### src/rtl/wavelet_sample_tx.sv
// Wavelet sample transmitter: buffers samples from a valid/ready source and
// replays each one on the o_value / o_data_clk pin pair with programmable
// setup, high and hold dwell times.
module wavelet_sample_tx #(
    parameter int WIDTH        = 8,
    parameter int FIFO_DEPTH   = 4,
    parameter int SETUP_CYCLES = 2,
    parameter int HIGH_CYCLES  = 2,
    parameter int HOLD_CYCLES  = 2
) (
    input  logic                          clk,
    input  logic                          rst,
    input  logic                          i_enable,
    input  logic [WIDTH-1:0]              i_sample,
    input  logic                          i_sample_valid,
    output logic                          o_sample_ready,
    output logic [WIDTH-1:0]              o_value,
    output logic                          o_data_clk,
    output logic                          o_busy,
    output logic [$clog2(FIFO_DEPTH):0]   o_fifo_count,
    output logic [15:0]                   o_sent_count
);

    localparam int AW   = $clog2(FIFO_DEPTH);
    localparam int MAXC = (SETUP_CYCLES > HIGH_CYCLES)
                          ? ((SETUP_CYCLES > HOLD_CYCLES) ? SETUP_CYCLES : HOLD_CYCLES)
                          : ((HIGH_CYCLES > HOLD_CYCLES) ? HIGH_CYCLES : HOLD_CYCLES);
    localparam int CW   = (MAXC > 1) ? $clog2(MAXC) : 1;

    // Dwell counters count down to zero, so each load is (cycles - 1).
    localparam logic [CW-1:0] SETUP_LOAD = CW'(SETUP_CYCLES - 1);
    localparam logic [CW-1:0] HIGH_LOAD  = CW'(HIGH_CYCLES - 1);
    localparam logic [CW-1:0] HOLD_LOAD  = CW'(HOLD_CYCLES - 1);
    localparam logic [AW:0]   FULL_CNT   = (AW+1)'(FIFO_DEPTH);

    typedef enum logic [1:0] {
        IDLE  = 2'd0,
        SETUP = 2'd1,
        HIGH  = 2'd2,
        HOLD  = 2'd3
    } state_t;

    state_t          state, state_next;
    logic [CW-1:0]   dwell, dwell_next;
    logic            pop, sent_inc, push;

    logic [WIDTH-1:0] mem [FIFO_DEPTH];
    logic [AW-1:0]    wr_ptr, rd_ptr;
    logic [AW:0]      count;
    logic             fifo_nonempty;

    assign o_sample_ready = (count != FULL_CNT);
    assign fifo_nonempty  = (count != '0);
    assign push           = i_sample_valid && o_sample_ready;
    assign o_busy         = (state != IDLE);
    assign o_fifo_count   = count;

    // Sample storage; contents need no reset since pointers define validity.
    always_ff @(posedge clk) begin
        if (push) begin
            mem[wr_ptr] <= i_sample;
        end
    end

    // FIFO pointers and occupancy; simultaneous push and pop leave count unchanged.
    always_ff @(posedge clk) begin
        if (rst) begin
            wr_ptr <= '0;
            rd_ptr <= '0;
            count  <= '0;
        end else begin
            if (push) begin
                wr_ptr <= wr_ptr + AW'(1);
            end
            if (pop) begin
                rd_ptr <= rd_ptr + AW'(1);
            end
            case ({push, pop})
                2'b10:   count <= count + (AW+1)'(1);
                2'b01:   count <= count - (AW+1)'(1);
                default: count <= count;
            endcase
        end
    end

    // FSM state register.
    always_ff @(posedge clk) begin
        if (rst) begin
            state <= IDLE;
        end else begin
            state <= state_next;
        end
    end

    // Next-state, dwell counter and pop/count strobes.
    always_comb begin
        state_next = state;
        dwell_next = dwell;
        pop        = 1'b0;
        sent_inc   = 1'b0;
        case (state)
            IDLE: begin
                if (i_enable && fifo_nonempty) begin
                    pop        = 1'b1;
                    state_next = SETUP;
                    dwell_next = SETUP_LOAD;
                end
            end
            SETUP: begin
                if (dwell == '0) begin
                    state_next = HIGH;
                    dwell_next = HIGH_LOAD;
                end else begin
                    dwell_next = dwell - CW'(1);
                end
            end
            HIGH: begin
                if (dwell == '0) begin
                    state_next = HOLD;
                    dwell_next = HOLD_LOAD;
                    sent_inc   = 1'b1;
                end else begin
                    dwell_next = dwell - CW'(1);
                end
            end
            HOLD: begin
                if (dwell == '0) begin
                    // Chain straight into the next frame when possible, no IDLE gap.
                    if (i_enable && fifo_nonempty) begin
                        pop        = 1'b1;
                        state_next = SETUP;
                        dwell_next = SETUP_LOAD;
                    end else begin
                        state_next = IDLE;
                        dwell_next = '0;
                    end
                end else begin
                    dwell_next = dwell - CW'(1);
                end
            end
            default: begin
                state_next = IDLE;
                dwell_next = '0;
            end
        endcase
    end

    // Dwell counter, registered pin outputs and completed-frame counter.
    always_ff @(posedge clk) begin
        if (rst) begin
            dwell        <= '0;
            o_data_clk   <= 1'b0;
            o_value      <= '0;
            o_sent_count <= '0;
        end else begin
            dwell      <= dwell_next;
            o_data_clk <= (state_next == HIGH);
            if (pop) begin
                o_value <= mem[rd_ptr];
            end
            if (sent_inc) begin
                o_sent_count <= o_sent_count + 16'd1;
            end
        end
    end

endmodule

### config.mk
export PLATFORM = sky130hd
export DESIGN_NAME = wavelet_sample_tx
export DESIGN_NICKNAME = d
export VERILOG_FILES = /design/src/rtl/wavelet_sample_tx.sv
export SDC_FILE = /design/constraint.sdc
export NUM_CORES = 1
export LEC_CHECK = 0
export CAP_MARGIN = 20
export CORE_ASPECT_RATIO = 1.25
export CORE_UTILIZATION = 58
export CTS_CLUSTER_DIAMETER = 100
export CTS_CLUSTER_SIZE = 8
export DETAILED_ROUTE_END_ITERATION = 8
export PLACE_DENSITY = 0.84
export SYNTH_ARGS = -nofsm -noshare
export SYNTH_HDL_FRONTEND = slang
export SYNTH_SLANG_ARGS = --single-unit
export TNS_END_PERCENT = 5
### constraint.sdc
create_clock -name clk -period 4.6 [get_ports clk]
set_input_delay 0.92 -clock clk [delete_from_list [all_inputs] [get_ports clk]]
set_output_delay 0.92 -clock clk [all_outputs]
set_load 0.02 [all_outputs]
==> impl_metrics.ini, run 1 <==
[setup_path]
crit_buf_inv = 3
cp-start-kind = input port
worst_ep_required_time_ps = 4870
cp_slowest_stage_delay_ps = 480
critical_path.startpoint = i_enable
worstPathCellList = clkdlybuf4s50_1 -> o31a_2 -> o211ai_2 -> inv_1 -> ha_1 -> inv_1 -> fa_1 -> xor2_1 -> or3_1 -> a21oi_1
path_class = in -> reg
critPathCapture = o_fifo_count[2]
end_kind = register
r2r_start = state[0]
cp_top_family = buffers and inverters
reg2reg_depth = 11
crit_top_cell = inv_1
crit_arrival_ps = 3310
r2r_end = o_fifo_count[2]
rrSetupSlack_ps = 1890
cp.depth = 10
cpMaxStageDelayCell = clkdlybuf4s50_1
crit_fanout = 12

[route]
drt-total-wl_um = 5130
viasPerCell = 5.41
num_vias = 1855
drt_iter0_drc = 97
wl_per_cell_um = 15.0
post-route-drc-count = 0
dr.pass1.iters = 4
antenna_left = 0

[floorplanning]
io_pins = 42
chipHeight_um = 81.7
start_util_pct = 61.5
die_area_mm2 = 0.00538
core_area_mm2 = 0.00480
chipWidth_um = 65.8
rows = 28

[yosys]
syn_nets = 257
synth_warnings = 0
seq_area_frac_synth_pct = 56.3
ys_async_sr_fraction_pct = 0
yosysTopAreaCell = edfxtp_1
synth_ff_type = dfxtp_1
synth.area.top_cells = edfxtp_1, dfxtp_1, mux4_2
synth_top_cell_area_share_pct = 32.6
avgSynthCellArea_um2 = 12.7
syn_area_mm2 = 0.00295
synth.ff_latch_count = 67
syn_inst = 233
synth_edf_count = 32
synth_cell_types = 45

[timing]
worst-slew-pin-transition_ps = 729
setup_violations = 0
max_freq_mhz = 329
skew_ps = 6.90
timing.slew.headroom_pct = 51.3
slew_violations = 0
finalSetupTns_ps = 0
fin_ws_ps = 1560
period_minus_slack_ps = 3040
rsz0062_at_grt = false
fin_crit_sh_pct = 66.1
hold_violations = 0

[clocking]
htreeDepth = 3
clockBufferDepth = 2
cts_tree = built
clkTransAtPathRegs_ps = 70
root_buffer = clkbuf_8
cts_buffers = 9
cts_hold_buf = 0
post_cts_buffers = 0
cts_resized = 0
cts.sinks = 67
insertion_delay_ps = 340

[flow_run]
drv_cap = 0

[global_routing]
grt_max_degree = 36
overflow = 0
grt_pass1_vias = 1783
grt_pass1_wl_um = 8360
grt_use_total_pct = 21.8
antenna_found_initial = 0

[finish]
nNetsFinal = 302
antenna_cells = 0
fillers = 309
final_cell_mix = clkdlybuf4s50_1, dfxtp_1, nor2_1, edfxtp_1, inv_1
drive_above_1_share_pct = 14.5
final_common_cell = clkdlybuf4s50_1
area_growth_syn_to_layout_pct = 22.2

[power]
p_int_uw = 1250
leakage_uw = 0.00137
p_per_area_mw_per_mm2 = 503
p_seq_share_pct = 43.2
clkPwrFrac_pct = 26.9
peakVddDrop_mv = 0.384
swShare_pct = 31.3
power.switching_uw = 568
p_comb_share_pct = 29.9

[place]
io_buffer_count = 41
place_hpwl_um = 3490
gp_congestion = 0.791
dp_worst_setup_slack_ps = 1180

[hold_path]
hold_path_class = reg -> reg

[status]
status = finished clean
synthesized netlist by cell type, drive strengths merged (2+ instances only):
| cell | number |
|---|---|
| xnor2 | 13 |
| nor3 | 7 |
| o211ai | 3 |
| buf | 3 |
| nand2 | 5 |
| dfxtp | 35 |
| nor4 | 5 |
| inv | 16 |
| nor2b | 3 |
| xor2 | 4 |
| and3 | 4 |
| edfxtp | 32 |
| mux4 | 8 |
| nand4 | 3 |
| clkbuf | 5 |
| a21oi | 9 |
| nand3 | 5 |
| nor2 | 33 |
| or3 | 2 |
| ha | 11 |
| mux2i | 9 |
| o21ai | 4 |
| and2 | 2 |
state kept, by name, summed over array words and instances, names as in the netlist:
name,cells
o_value,8
wr_ptr,2
mem,32
state,2
o_data_clk,1
dwell,1
rd_ptr,2
o_sent_count,16
o_fifo_count,3
per-layer routing:
metal | routed length [um] | GRT usage (%) | up-vias
met5 | 0 | 0 | -
met4 | 81 | 12.8 | 0
met3 | 180 | 5.14 | 8
met2 | 2690 | 37.1 | 40
met1 | 2180 | 24.8 | 888
li1 | - | - | 919
power by group through the flow:
stage          clock network (uW)  logic (uW)  registers, uW
3_3_place_gp                    0         525            795
6_report                      488         542            784
3_5_place_dp                    0         542            797
2_1_floorplan                   0         369            805
5_1_grt                       523         594            797
4_1_cts                       499         544            785
stage by stage:
stage / utilization [%] / instance area, um2 / power (uW) / instances / hold WS (ps)
2_1_floorplan: - / 2950 / 1170 / 233 / 469
3_3_place_gp: 70.9 / 3400 / 1320 / 327 / 477
3_5_place_dp: 70.9 / 3400 / 1340 / 327 / 497
4_1_cts: 75.1 / 3610 / 1830 / 343 / 510
5_1_grt: 75.1 / 3610 / 1910 / 343 / 532
6_report: 75.1 / 3610 / 1810 / 343 / 505
final cells by class:
type	count	area [um2]	area share, %
inverter	16	60.1	1.67
multi-input combinational	142	1190	33.0
tap	60	75.1	2.08
timing repair buffer	42	418	11.6
sequential	67	1660	46.1
clock buffer	11	151	4.20
clock inverter	5	51.3	1.42
worst reg2reg max path: cells and delay by family (launching register included):
family / cells / cell delay (ps)
adder cells (fa/ha/maj): 3 / 900
flip-flops: 1 / 420
XOR/XNOR: 1 / 160
AND/OR/NAND/NOR: 1 / 310
AO/OA/AOI/OAI: 2 / 460
buffers and inverters: 4 / 390
how the worst min path moves through the flow:
stage	cells after the start	start	endpoint
3_3_place_gp	2	o_value[5]	o_value[5]
3_5_place_dp	2	o_value[2]	o_value[2]
5_1_grt	2	o_value[2]	o_value[2]
2_1_floorplan	2	wr_ptr[1]	wr_ptr[1]
4_1_cts	2	o_value[2]	o_value[2]
6_report	2	o_value[2]	o_value[2]
logic make-up (layout without fill, tap and decap cells):
logic type | count (synthesis) | count (layout) | synth area share [%]
simple gates | 73 | 73 | 15.4
flops | 67 | 67 | 56.3
buf+inv | 24 | 74 | 3.39
compound gates | 22 | 22 | 4.83
mux | 18 | 18 | 9.67
xor+xnor | 17 | 17 | 5.05
fa+ha+maj | 12 | 12 | 5.34
No activity file was read; power rests on OpenSTA's default activity.
==> run 2: changes to the inputs <==
--- a/config.mk
+++ b/config.mk
@@ -7,11 +7,11 @@
 export LEC_CHECK = 0
 export CAP_MARGIN = 20
 export CORE_ASPECT_RATIO = 1.25
-export CORE_UTILIZATION = 58
+export CORE_UTILIZATION = 49
 export CTS_CLUSTER_DIAMETER = 100
 export CTS_CLUSTER_SIZE = 8
 export DETAILED_ROUTE_END_ITERATION = 8
-export PLACE_DENSITY = 0.84
+export PLACE_DENSITY = 0.76
 export SYNTH_ARGS = -nofsm -noshare
 export SYNTH_HDL_FRONTEND = slang
 export SYNTH_SLANG_ARGS = --single-unit
==> constraint.sdc (replaced) <==
create_clock -name clk -period 2.7 [get_ports clk]
set_input_delay 0.54 -clock clk [delete_from_list [all_inputs] [get_ports clk]]
set_output_delay 0.54 -clock clk [all_outputs]
set_load 0.02 [all_outputs]
==> run 2 against run 1 <==
Register-to-register slack worse by 1600 ps. The run now ends with DRC left. Combinational power is 70% higher. Critical path depth is 1 lower. Total power is 75% higher. Largest cell class unchanged. Clock power is 86% higher. Sequential share of layout area is 0.46 points lower. Critical path type is now reg -> reg.
==> impl_metrics.ini, run 2 (same netlist as run 1, synthesis figures left out) <==
[clocking]
cts.sinks = 67
post_cts_buffers = 0
clockBufferDepth = 2
cts_buffers = 9
cts_resized = 0
clkTransAtPathRegs_ps = 70
htreeDepth = 3
cts_hold_buf = 0
insertion_delay_ps = 330
cts_tree = built
root_buffer = clkbuf_8

[setup_path]
critical_path.startpoint = o_fifo_count[2]
end_kind = register
path_class = reg -> reg
r2r_start = o_fifo_count[2]
crit_fanout = 6
cp-start-kind = register
crit_arrival_ps = 2640
rrSetupSlack_ps = 320
worst_ep_required_time_ps = 2970

[power]
total_power_uw = 3160
p_per_area_mw_per_mm2 = 869
peakVddDrop_mv = 0.529
leakage_uw = 0.00139

[timing]
rsz0062_at_grt = false
skew_ps = 5.41
fin_crit_sh_pct = 88.0
hold_violations = 0
max_freq_mhz = 421
setup_violations = 0
timing.slew.headroom_pct = 60.6
finalSetupTns_ps = 0
period_minus_slack_ps = 2380
slew_violations = 0
worst-slew-pin-transition_ps = 591

[finish]
antenna_cells = 0
fillers = 488
area_growth_syn_to_layout_pct = 23.5
largest_reg_flops = 32
fin_area_mm2 = 0.00364
reg_top3 = mem (32), o_sent_count (16), o_value (8)
drive_above_1_share_pct = 15.1
regMostFlops = mem
final_common_cell = clkdlybuf4s50_1
nNetsFinal = 304
final_cell_mix = clkdlybuf4s50_1, dfxtp_1, nor2_1, edfxtp_1, inv_1

[route]
antenna_left = 0
drt_iter0_drc = 91
num_vias = 1851
dr.pass1.iters = 6
drt-total-wl_um = 5030
post-route-drc-count = 5
wl_per_cell_um = 14.3
viasPerCell = 5.27

[status]
violations = DRC
status = finished with violations

[global_routing]
overflow = 0
antenna_found_initial = 0
grt_max_degree = 16
grt_pass1_wl_um = 8450
grt_pass1_vias = 1864
grt_use_total_pct = 18.0

[floorplanning]
chipWidth_um = 71.4
die_area_mm2 = 0.00634
chipHeight_um = 88.8
start_util_pct = 50.7
core_area_mm2 = 0.00582
rows = 31
io_pins = 42

[place]
gp_congestion = 0.711
place_area_mm2 = 0.00343
place_hpwl_um = 3460
io_buffer_count = 41

[flow_run]
drv_cap = 0

[hold_path]
min_from = o_value[2]
hold_path_class = reg -> reg
-- run 2: changes by cell type in the layout (fill, tap and decap cells not counted) --
cell,delta
buf_4,+2
bufinv_16,+1
clkbuf_8,-1
clkinv_2,+1
clkinvlp_4,-1
-- run 2: final timing paths --
kind                endpoint  cells after the start
min reg2reg       o_value[2]                      2
max reg2reg  o_fifo_count[2]                      9
max          o_fifo_count[2]                      9
min               o_value[2]                      2
-- run 2: final cells by class --
class	count	area (um2)	share of cell area [%]
sequential	67	1660	45.6
clock buffer	10	138	3.78
timing repair buffer	44	433	11.9
tap	66	82.6	2.27
multi-input combinational	142	1190	32.6
inverter	16	60.1	1.65
clock inverter	6	78.8	2.16
-- run 2: power breakdown --
part	leakage (uW)	internal [uW]	switching (uW)
logic	0.000696	451	470
registers	0.000578	1210	130
clock network	0.000113	537	370
total	0.00139	2190	970
-- run 2: metal layers --
layer | vias to the layer above | wire (um) | global-route usage, %
met5 | - | 0 | 0
met4 | 0 | 98 | 9.27
met2 | 34 | 2570 | 32.6
met3 | 9 | 177 | 3.99
met1 | 885 | 2190 | 20.0
li1 | 923 | - | -
-- run 2: critical path: stages (launching register included) --
cell and delay (ps):
dfxtp_1 420, or3b_1 450, and2_4 200, inv_2 50, ha_1 160, inv_1 60, fa_1 370, xor2_1 160
or3_1 300, a21oi_1 140
-- run 2: per-stage QoR --
| stage | std cells | util, % | hold WS [ps] | worst slack [ps] |
|---|---|---|---|---|
| after floorplan | 233 | - | 469 | 232 |
| after global placement | 335 | 58.9 | 485 | 104 |
| after detailed placement | 335 | 58.9 | 493 | 58.4 |
| after CTS | 351 | 62.6 | 512 | 313 |
| after global routing | 351 | 62.6 | 566 | 152 |
| final | 351 | 62.6 | 514 | 324 |
==> run 3: changes to the inputs <==
--- a/config.mk
+++ b/config.mk
@@ -8,6 +8,7 @@
 export CAP_MARGIN = 20
 export CORE_ASPECT_RATIO = 1.25
 export CORE_UTILIZATION = 49
+export CTS_BUF_LIST = sky130_fd_sc_hd__clkbuf_4 sky130_fd_sc_hd__clkbuf_8 sky130_fd_sc_hd__clkbuf_16
 export CTS_CLUSTER_DIAMETER = 100
 export CTS_CLUSTER_SIZE = 8
 export DETAILED_ROUTE_END_ITERATION = 8
==> results of run 3 <==
Same layout as run 2: the final DEF is identical, and so are final timing and power.
